--- config.mk ---
export PLATFORM = sky130hd
export DESIGN_NAME = vga_timing_gen
export DESIGN_NICKNAME = d
export VERILOG_FILES = /design/src/rtl/vga_timing_pkg.sv /design/src/rtl/vga_axis_counter.sv /design/src/rtl/vga_timing_gen.sv
export SDC_FILE = /design/constraint.sdc
export NUM_CORES = 1
export LEC_CHECK = 0
export ABC_CLOCK_PERIOD_IN_PS = 10100
export CORE_AREA = 10 10 243 268
export DETAILED_ROUTE_END_ITERATION = 10
export DIE_AREA = 0 0 253 278
export DONT_BUFFER_PORTS = 1
export GPL_TIMING_DRIVEN = 0
export PLACE_DENSITY = 0.51
export SETUP_SLACK_MARGIN = 0.3
export SLEW_MARGIN = 20
export SYNTH_ARGS = -nofsm -noshare
export SYNTH_HDL_FRONTEND = slang
export SYNTH_SLANG_ARGS = --single-unit
--- constraint.sdc ---
create_clock -name ckVideo -period 10.1 [get_ports ckVideo]
set_clock_uncertainty 0.2 [all_clocks]
set_input_delay 2.525 -clock ckVideo [delete_from_list [all_inputs] [get_ports ckVideo]]
set_output_delay 2.525 -clock ckVideo [all_outputs]
set_load 0.02 [all_outputs]
--- src/rtl/vga_timing_pkg.sv ---
// Shared VGA timing definitions: standard mode constant sets, cfg bus
// field layout and the timing-set types.
// Ports: none (package).
package vga_timing_pkg;

  // One axis (horizontal in pixels or vertical in lines), wide enough for
  // any supported CNT_W.
  typedef struct packed {
    logic [15:0] active;
    logic [15:0] fp;
    logic [15:0] pw;
    logic [15:0] bp;
  } vga_axis_t;

  typedef struct packed {
    vga_axis_t hor;
    vga_axis_t ver;
  } vga_timing_t;

  localparam vga_timing_t VGA_640X480_60 = '{
    hor: '{active: 16'd640, fp: 16'd16, pw: 16'd96,  bp: 16'd48},
    ver: '{active: 16'd480, fp: 16'd10, pw: 16'd2,   bp: 16'd33}
  };

  localparam vga_timing_t VGA_800X600_60 = '{
    hor: '{active: 16'd800, fp: 16'd40, pw: 16'd128, bp: 16'd88},
    ver: '{active: 16'd600, fp: 16'd1,  pw: 16'd4,   bp: 16'd23}
  };

  // cfgHor/cfgVer are {active, fp, pw, bp}: field index 3 sits in the MSBs.
  localparam int unsigned CFG_BP_IDX     = 0;
  localparam int unsigned CFG_PW_IDX     = 1;
  localparam int unsigned CFG_FP_IDX     = 2;
  localparam int unsigned CFG_ACTIVE_IDX = 3;

  function automatic int unsigned cfg_lsb(int unsigned idx, int unsigned w);
    return idx * w;
  endfunction

endpackage

--- src/rtl/vga_axis_counter.sv ---
// One timing axis: position counter with wrap at active+fp+pw+bp-1, plus
// combinational sync-window and active-window decodes of the current count.
// Ports: clk_i/rst_n_i, en_i advances the count; timing fields in; count,
// wrap (count is last position), sync and active window flags out.
module vga_axis_counter #(
  parameter int CNT_W = 12
) (
  input  logic             clk_i,
  input  logic             rst_n_i,
  input  logic             en_i,
  input  logic [CNT_W-1:0] active_i,
  input  logic [CNT_W-1:0] fp_i,
  input  logic [CNT_W-1:0] pw_i,
  input  logic [CNT_W-1:0] bp_i,
  output logic [CNT_W-1:0] cnt_o,
  output logic             wrap_o,
  output logic             sync_o,
  output logic             act_o
);

  logic [CNT_W-1:0] cnt_q, cnt_d;
  logic [CNT_W-1:0] sync_start, sync_end, last_pos;

  assign sync_start = active_i + fp_i;
  assign sync_end   = sync_start + pw_i;
  assign last_pos   = sync_end + bp_i - CNT_W'(1);

  // >= rather than == so a count can never run past the end of the axis.
  assign wrap_o = (cnt_q >= last_pos);
  assign sync_o = (cnt_q >= sync_start) && (cnt_q < sync_end);
  assign act_o  = (cnt_q < active_i);
  assign cnt_o  = cnt_q;

  always_comb begin
    cnt_d = cnt_q;
    if (en_i) begin
      cnt_d = wrap_o ? '0 : cnt_q + CNT_W'(1);
    end
  end

  always_ff @(posedge clk_i or negedge rst_n_i) begin
    if (!rst_n_i) begin
      cnt_q <= '0;
    end else begin
      cnt_q <= cnt_d;
    end
  end

endmodule

--- src/rtl/vga_timing_gen.sv ---
// VGA raster timing generator with a frame-synchronous runtime config update.
// Ports: ckVideo/rstVideo_n, enVideo count enable; cfgValid/cfgReady/cfgErr
// handshake with cfgHor/cfgVer sets; registered address, sync and flag outputs.
module vga_timing_gen
  import vga_timing_pkg::*;
#(
  parameter int CNT_W    = 12,
  parameter int H_ACTIVE = int'(VGA_640X480_60.hor.active),
  parameter int H_FP     = int'(VGA_640X480_60.hor.fp),
  parameter int H_PW     = int'(VGA_640X480_60.hor.pw),
  parameter int H_BP     = int'(VGA_640X480_60.hor.bp),
  parameter int V_ACTIVE = int'(VGA_640X480_60.ver.active),
  parameter int V_FP     = int'(VGA_640X480_60.ver.fp),
  parameter int V_PW     = int'(VGA_640X480_60.ver.pw),
  parameter int V_BP     = int'(VGA_640X480_60.ver.bp),
  parameter int HS_POL   = 0,
  parameter int VS_POL   = 0
) (
  input  logic               ckVideo,
  input  logic               rstVideo_n,
  input  logic               enVideo,
  input  logic               cfgValid,
  input  logic [4*CNT_W-1:0] cfgHor,
  input  logic [4*CNT_W-1:0] cfgVer,
  output logic               cfgReady,
  output logic               cfgErr,
  output logic [CNT_W-1:0]   adrHor,
  output logic [CNT_W-1:0]   adrVer,
  output logic               flgActiveVideo,
  output logic               HS,
  output logic               VS,
  output logic               flgLineStart,
  output logic               flgFrameStart
);

  typedef struct packed {
    logic [CNT_W-1:0] active;
    logic [CNT_W-1:0] fp;
    logic [CNT_W-1:0] pw;
    logic [CNT_W-1:0] bp;
  } axis_t;

  localparam int unsigned ACT_LSB = cfg_lsb(CFG_ACTIVE_IDX, CNT_W);
  localparam int unsigned FP_LSB  = cfg_lsb(CFG_FP_IDX, CNT_W);
  localparam int unsigned PW_LSB  = cfg_lsb(CFG_PW_IDX, CNT_W);
  localparam int unsigned BP_LSB  = cfg_lsb(CFG_BP_IDX, CNT_W);

  localparam logic HS_LVL = 1'(HS_POL);
  localparam logic VS_LVL = 1'(VS_POL);

  localparam axis_t HOR_RST = '{active: CNT_W'(H_ACTIVE), fp: CNT_W'(H_FP),
                                pw: CNT_W'(H_PW), bp: CNT_W'(H_BP)};
  localparam axis_t VER_RST = '{active: CNT_W'(V_ACTIVE), fp: CNT_W'(V_FP),
                                pw: CNT_W'(V_PW), bp: CNT_W'(V_BP)};

  // A set is usable when active/pw/bp are non-zero and the total still
  // fits the counter; the sum is done two bits wider to catch overflow.
  function automatic logic set_ok(axis_t s);
    logic [CNT_W+1:0] sum;
    sum = {2'b00, s.active} + {2'b00, s.fp} + {2'b00, s.pw} + {2'b00, s.bp};
    return (s.active != '0) && (s.pw != '0) && (s.bp != '0) &&
           (sum <= {2'b00, {CNT_W{1'b1}}});
  endfunction

  axis_t cfg_hor, cfg_ver;
  axis_t live_hor_q, live_hor_d, live_ver_q, live_ver_d;
  axis_t pend_hor_q, pend_hor_d, pend_ver_q, pend_ver_d;
  logic  pend_q, pend_d;
  logic  err_q, err_d;

  logic [CNT_W-1:0] h_cnt, v_cnt;
  logic             h_wrap, h_sync, h_act;
  logic             v_wrap, v_sync, v_act;
  logic             frame_end;

  assign cfg_hor = '{active: cfgHor[ACT_LSB +: CNT_W], fp: cfgHor[FP_LSB +: CNT_W],
                     pw: cfgHor[PW_LSB +: CNT_W], bp: cfgHor[BP_LSB +: CNT_W]};
  assign cfg_ver = '{active: cfgVer[ACT_LSB +: CNT_W], fp: cfgVer[FP_LSB +: CNT_W],
                     pw: cfgVer[PW_LSB +: CNT_W], bp: cfgVer[BP_LSB +: CNT_W]};

  vga_axis_counter #(.CNT_W(CNT_W)) u_hor (
    .clk_i    (ckVideo),
    .rst_n_i  (rstVideo_n),
    .en_i     (enVideo),
    .active_i (live_hor_q.active),
    .fp_i     (live_hor_q.fp),
    .pw_i     (live_hor_q.pw),
    .bp_i     (live_hor_q.bp),
    .cnt_o    (h_cnt),
    .wrap_o   (h_wrap),
    .sync_o   (h_sync),
    .act_o    (h_act)
  );

  vga_axis_counter #(.CNT_W(CNT_W)) u_ver (
    .clk_i    (ckVideo),
    .rst_n_i  (rstVideo_n),
    .en_i     (enVideo & h_wrap),
    .active_i (live_ver_q.active),
    .fp_i     (live_ver_q.fp),
    .pw_i     (live_ver_q.pw),
    .bp_i     (live_ver_q.bp),
    .cnt_o    (v_cnt),
    .wrap_o   (v_wrap),
    .sync_o   (v_sync),
    .act_o    (v_act)
  );

  // Both counters wrap to 0 on this edge, so swapping the live set here
  // keeps every frame on a single timing set.
  assign frame_end = enVideo & h_wrap & v_wrap;

  // The swap looks at pend_q from before this edge: a set accepted on the
  // boundary cycle itself waits for the next boundary.
  always_comb begin
    live_hor_d = live_hor_q;
    live_ver_d = live_ver_q;
    pend_hor_d = pend_hor_q;
    pend_ver_d = pend_ver_q;
    pend_d     = pend_q;
    err_d      = 1'b0;
    if (frame_end && pend_q) begin
      live_hor_d = pend_hor_q;
      live_ver_d = pend_ver_q;
      pend_d     = 1'b0;
    end else if (cfgValid && !pend_q) begin
      if (set_ok(cfg_hor) && set_ok(cfg_ver)) begin
        pend_hor_d = cfg_hor;
        pend_ver_d = cfg_ver;
        pend_d     = 1'b1;
      end else begin
        err_d = 1'b1;
      end
    end
  end

  always_ff @(posedge ckVideo or negedge rstVideo_n) begin
    if (!rstVideo_n) begin
      live_hor_q <= HOR_RST;
      live_ver_q <= VER_RST;
      pend_hor_q <= '0;
      pend_ver_q <= '0;
      pend_q     <= 1'b0;
      err_q      <= 1'b0;
    end else begin
      live_hor_q <= live_hor_d;
      live_ver_q <= live_ver_d;
      pend_hor_q <= pend_hor_d;
      pend_ver_q <= pend_ver_d;
      pend_q     <= pend_d;
      err_q      <= err_d;
    end
  end

  assign cfgReady = ~pend_q;
  assign cfgErr   = err_q;

  // Output stage: one register after the counters, frozen while disabled.
  logic [CNT_W-1:0] adr_hor_q, adr_ver_q;
  logic             act_q, hs_q, vs_q, ls_q, fs_q;

  always_ff @(posedge ckVideo or negedge rstVideo_n) begin
    if (!rstVideo_n) begin
      adr_hor_q <= '0;
      adr_ver_q <= '0;
      act_q     <= 1'b0;
      hs_q      <= ~HS_LVL;
      vs_q      <= ~VS_LVL;
      ls_q      <= 1'b0;
      fs_q      <= 1'b0;
    end else if (enVideo) begin
      adr_hor_q <= h_cnt;
      adr_ver_q <= v_cnt;
      act_q     <= h_act & v_act;
      hs_q      <= h_sync ? HS_LVL : ~HS_LVL;
      vs_q      <= v_sync ? VS_LVL : ~VS_LVL;
      ls_q      <= (h_cnt == '0);
      fs_q      <= (h_cnt == '0) && (v_cnt == '0);
    end
  end

  assign adrHor         = adr_hor_q;
  assign adrVer         = adr_ver_q;
  assign flgActiveVideo = act_q;
  assign HS             = hs_q;
  assign VS             = vs_q;
  assign flgLineStart   = ls_q;
  assign flgFrameStart  = fs_q;

endmodule
==> flow_summary.json <==
{
  "worst_slew_pin_slew_ps": 879,
  "ys_seq_area_frac": 0.375,
  "path_clk_slew_ps": 60,
  "hold_viol": 0,
  "cts_resized": 0,
  "wl_per_cell_um": 20.1,
  "yosys-top-cells-area": "dfrtp_1, ha_1, mux2_2",
  "core-area_um2": 59500,
  "relSlewSlack": 0.414,
  "critPathMaxStageDelay_ps": 430,
  "cp-start-kind": "register",
  "synth_ff_type": "dfrtp_1",
  "port_buffers": 0,
  "crit_family": "compound AO/OA/AOI/OAI gates",
  "setup_ws_ps": 2360,
  "stdcell_count": 2271,
  "netlist_instances": 1449,
  "synth_nets": 1810,
  "crit_type": "reg2reg",
  "worstHoldStart": "pend_hor_q[39]",
  "vias": 11077,
  "grt_remaining_overflow": 0,
  "path_common_cell": "ha_1",
  "via_per_inst": 4.88,
  "cts_buffers": 29,
  "dp.final_hpwl_um": 36800,
  "synth_top_area_frac": 0.347,
  "p_leak_nw": 8.85,
  "startpoint": "live_hor_q[24]",
  "syn_avg_cell_area_um2": 11.4,
  "post-cts-setup-buffer-count": 0,
  "post-place-ws_ps": 2310,
  "synthArstFlopShare": 1.00,
  "powerDensity_nw_per_um2": 164,
  "critical_path.endpoint": "live_ver_q[46]",
  "cts_buffer_depth": 3,
  "synth_area_um2": 16500,
  "tns_ps": 0,
  "grt_first_pass_wirelength_um": 69900,
  "drcViolationCount": 0,
  "gp_congestion": 0.856,
  "htreeDepth": 1,
  "dr.pass1.iters": 5,
  "crit_buf_inv": 5,
  "drtAntennaViolNets": 0,
  "clock-root-buffer": "clkbuf_16",
  "start_util": 0.278,
  "antenna_cells": 0,
  "ys_ff_latch": 247,
  "antenna_found_initial": 3,
  "maxSlewViolCount": 0,
  "grt_pass1_vias": 11454,
  "rsz0062_at_grt": "false",
  "reg2reg_slack_ps": 2360,
  "rows": 94,
  "nets": 1841,
  "post_route_cells_drive_above_1_share": 0.204,
  "nFillCells": 6079,
  "yosys.area.top_type": "dfrtp_1",
  "rr_worst_depth": 28,
  "max_cap_viol_count": 0,
  "setup_viol_count_final": 0,
  "synth_warnings": 0,
  "crit_fanout": 10,
  "hp-class": "reg2reg",
  "io_pins": 131,
  "first_iter_violations": 441,
  "fin_total_pwr_mw": 3.03,
  "routed_wl_um": 45700,
  "min_period_ps": 7740,
  "final_cell_mix": "dfrtp_1, ha_1, mux2_2",
  "cp.required_ps": 10330,
  "status": "finished, final reports clean",
  "cp-end-kind": "register",
  "cts_sinks": 247,
  "ir_drop_uv": 153,
  "r2r_start": "live_hor_q[24]",
  "grt_max_degree": 248,
  "arrival_ps": 7970,
  "area_growth_pct": 12.0,
  "fmax_ghz": 0.129,
  "critical_path_depth": 28,
  "crit_slowest_cell": "buf_2",
  "r2r_end": "live_ver_q[46]",
  "ys_types": 67,
  "die_y_um": 278,
  "clock_latency_ps": 580,
  "cts_tree": "built",
  "period_share": 0.766,
  "grtUsageTotal": 0.129,
  "holdBufCountCts": 0,
  "die-area_um2": 70300,
  "synth_edf_count": 0,
  "dieWidth_um": 253,
  "numPlacedInstances": 2217,
  "final_common_cell": "dfrtp_1"
}
flip-flops by register name, summed over array words and instances (netlist names), 12 cells and up:
signal,flops
u_hor.cnt_o,12
adrHor,12
live_ver_q,48
live_hor_q,48
pend_hor_q,48
adrVer,12
u_ver.cnt_o,12
pend_ver_q,48
report_power, final:
group / internal (mW) / switching [mW]
clock network: 0.680 / 0.441
logic: 0.325 / 0.226
registers: 1.19 / 0.169
cell type report:
| type | count | area (um2) | area share |
|---|---|---|---|
| inverters | 142 | 533 | 0.0288 |
| multi-input cells | 1031 | 9650 | 0.521 |
| clock buffers | 37 | 786 | 0.0424 |
| flip-flops and latches | 247 | 6200 | 0.335 |
| clock inverters | 17 | 231 | 0.0125 |
| well taps | 768 | 961 | 0.0519 |
| plain buffers | 29 | 153 | 0.00825 |
layer usage:
metal  global-route usage  part of all wire  vias to the layer above
li1                     -                 -                     5261
met1                0.159              0.43                     5541
met2                0.217              0.48                      216
met3               0.0408             0.070                       57
met4               0.0283             0.021                        2
met5                    0           0.00028                        -
cells in the mapped netlist, types with 18 or more instances:
| cell type | number |
|---|---|
| mux2_4 | 27 |
| dfrtp_1 | 229 |
| dfstp_2 | 18 |
| nand2_1 | 56 |
| xnor2_1 | 41 |
| mux2_2 | 187 |
| fa_1 | 54 |
| nand3_1 | 31 |
| o21ai_0 | 71 |
| a21o_1 | 41 |
| inv_1 | 142 |
| ha_1 | 207 |
| a21oi_1 | 58 |
| nor4_1 | 25 |
| xor2_1 | 29 |
| nor2_1 | 44 |
through the flow:
stage	area, um2	utilization	hold WS (ps)
after floorplan	16500	-	252
after global placement	17500	0.294	272
after detailed placement	17500	0.294	278
after CTS	18500	0.311	270
after global routing	18500	0.311	311
final	18500	0.311	269
kinds of logic after synthesis:
logic type      share of synthesized area
mux                                 0.154
compound gates                     0.0963
simple gates                       0.0716
buf+inv                            0.0415
flops                               0.375
fa+ha+maj                           0.223
xor+xnor                           0.0384
how the worst min path moves through the flow:
stage,to,cells after the start
after detailed placement,pend_hor_q[37],1
after global routing,live_ver_q[47],1
after floorplan,cfgErr,1
final,live_hor_q[39],1
after global placement,pend_hor_q[37],1
after CTS,live_ver_q[47],1
Power figures use the tool's default switching activity.
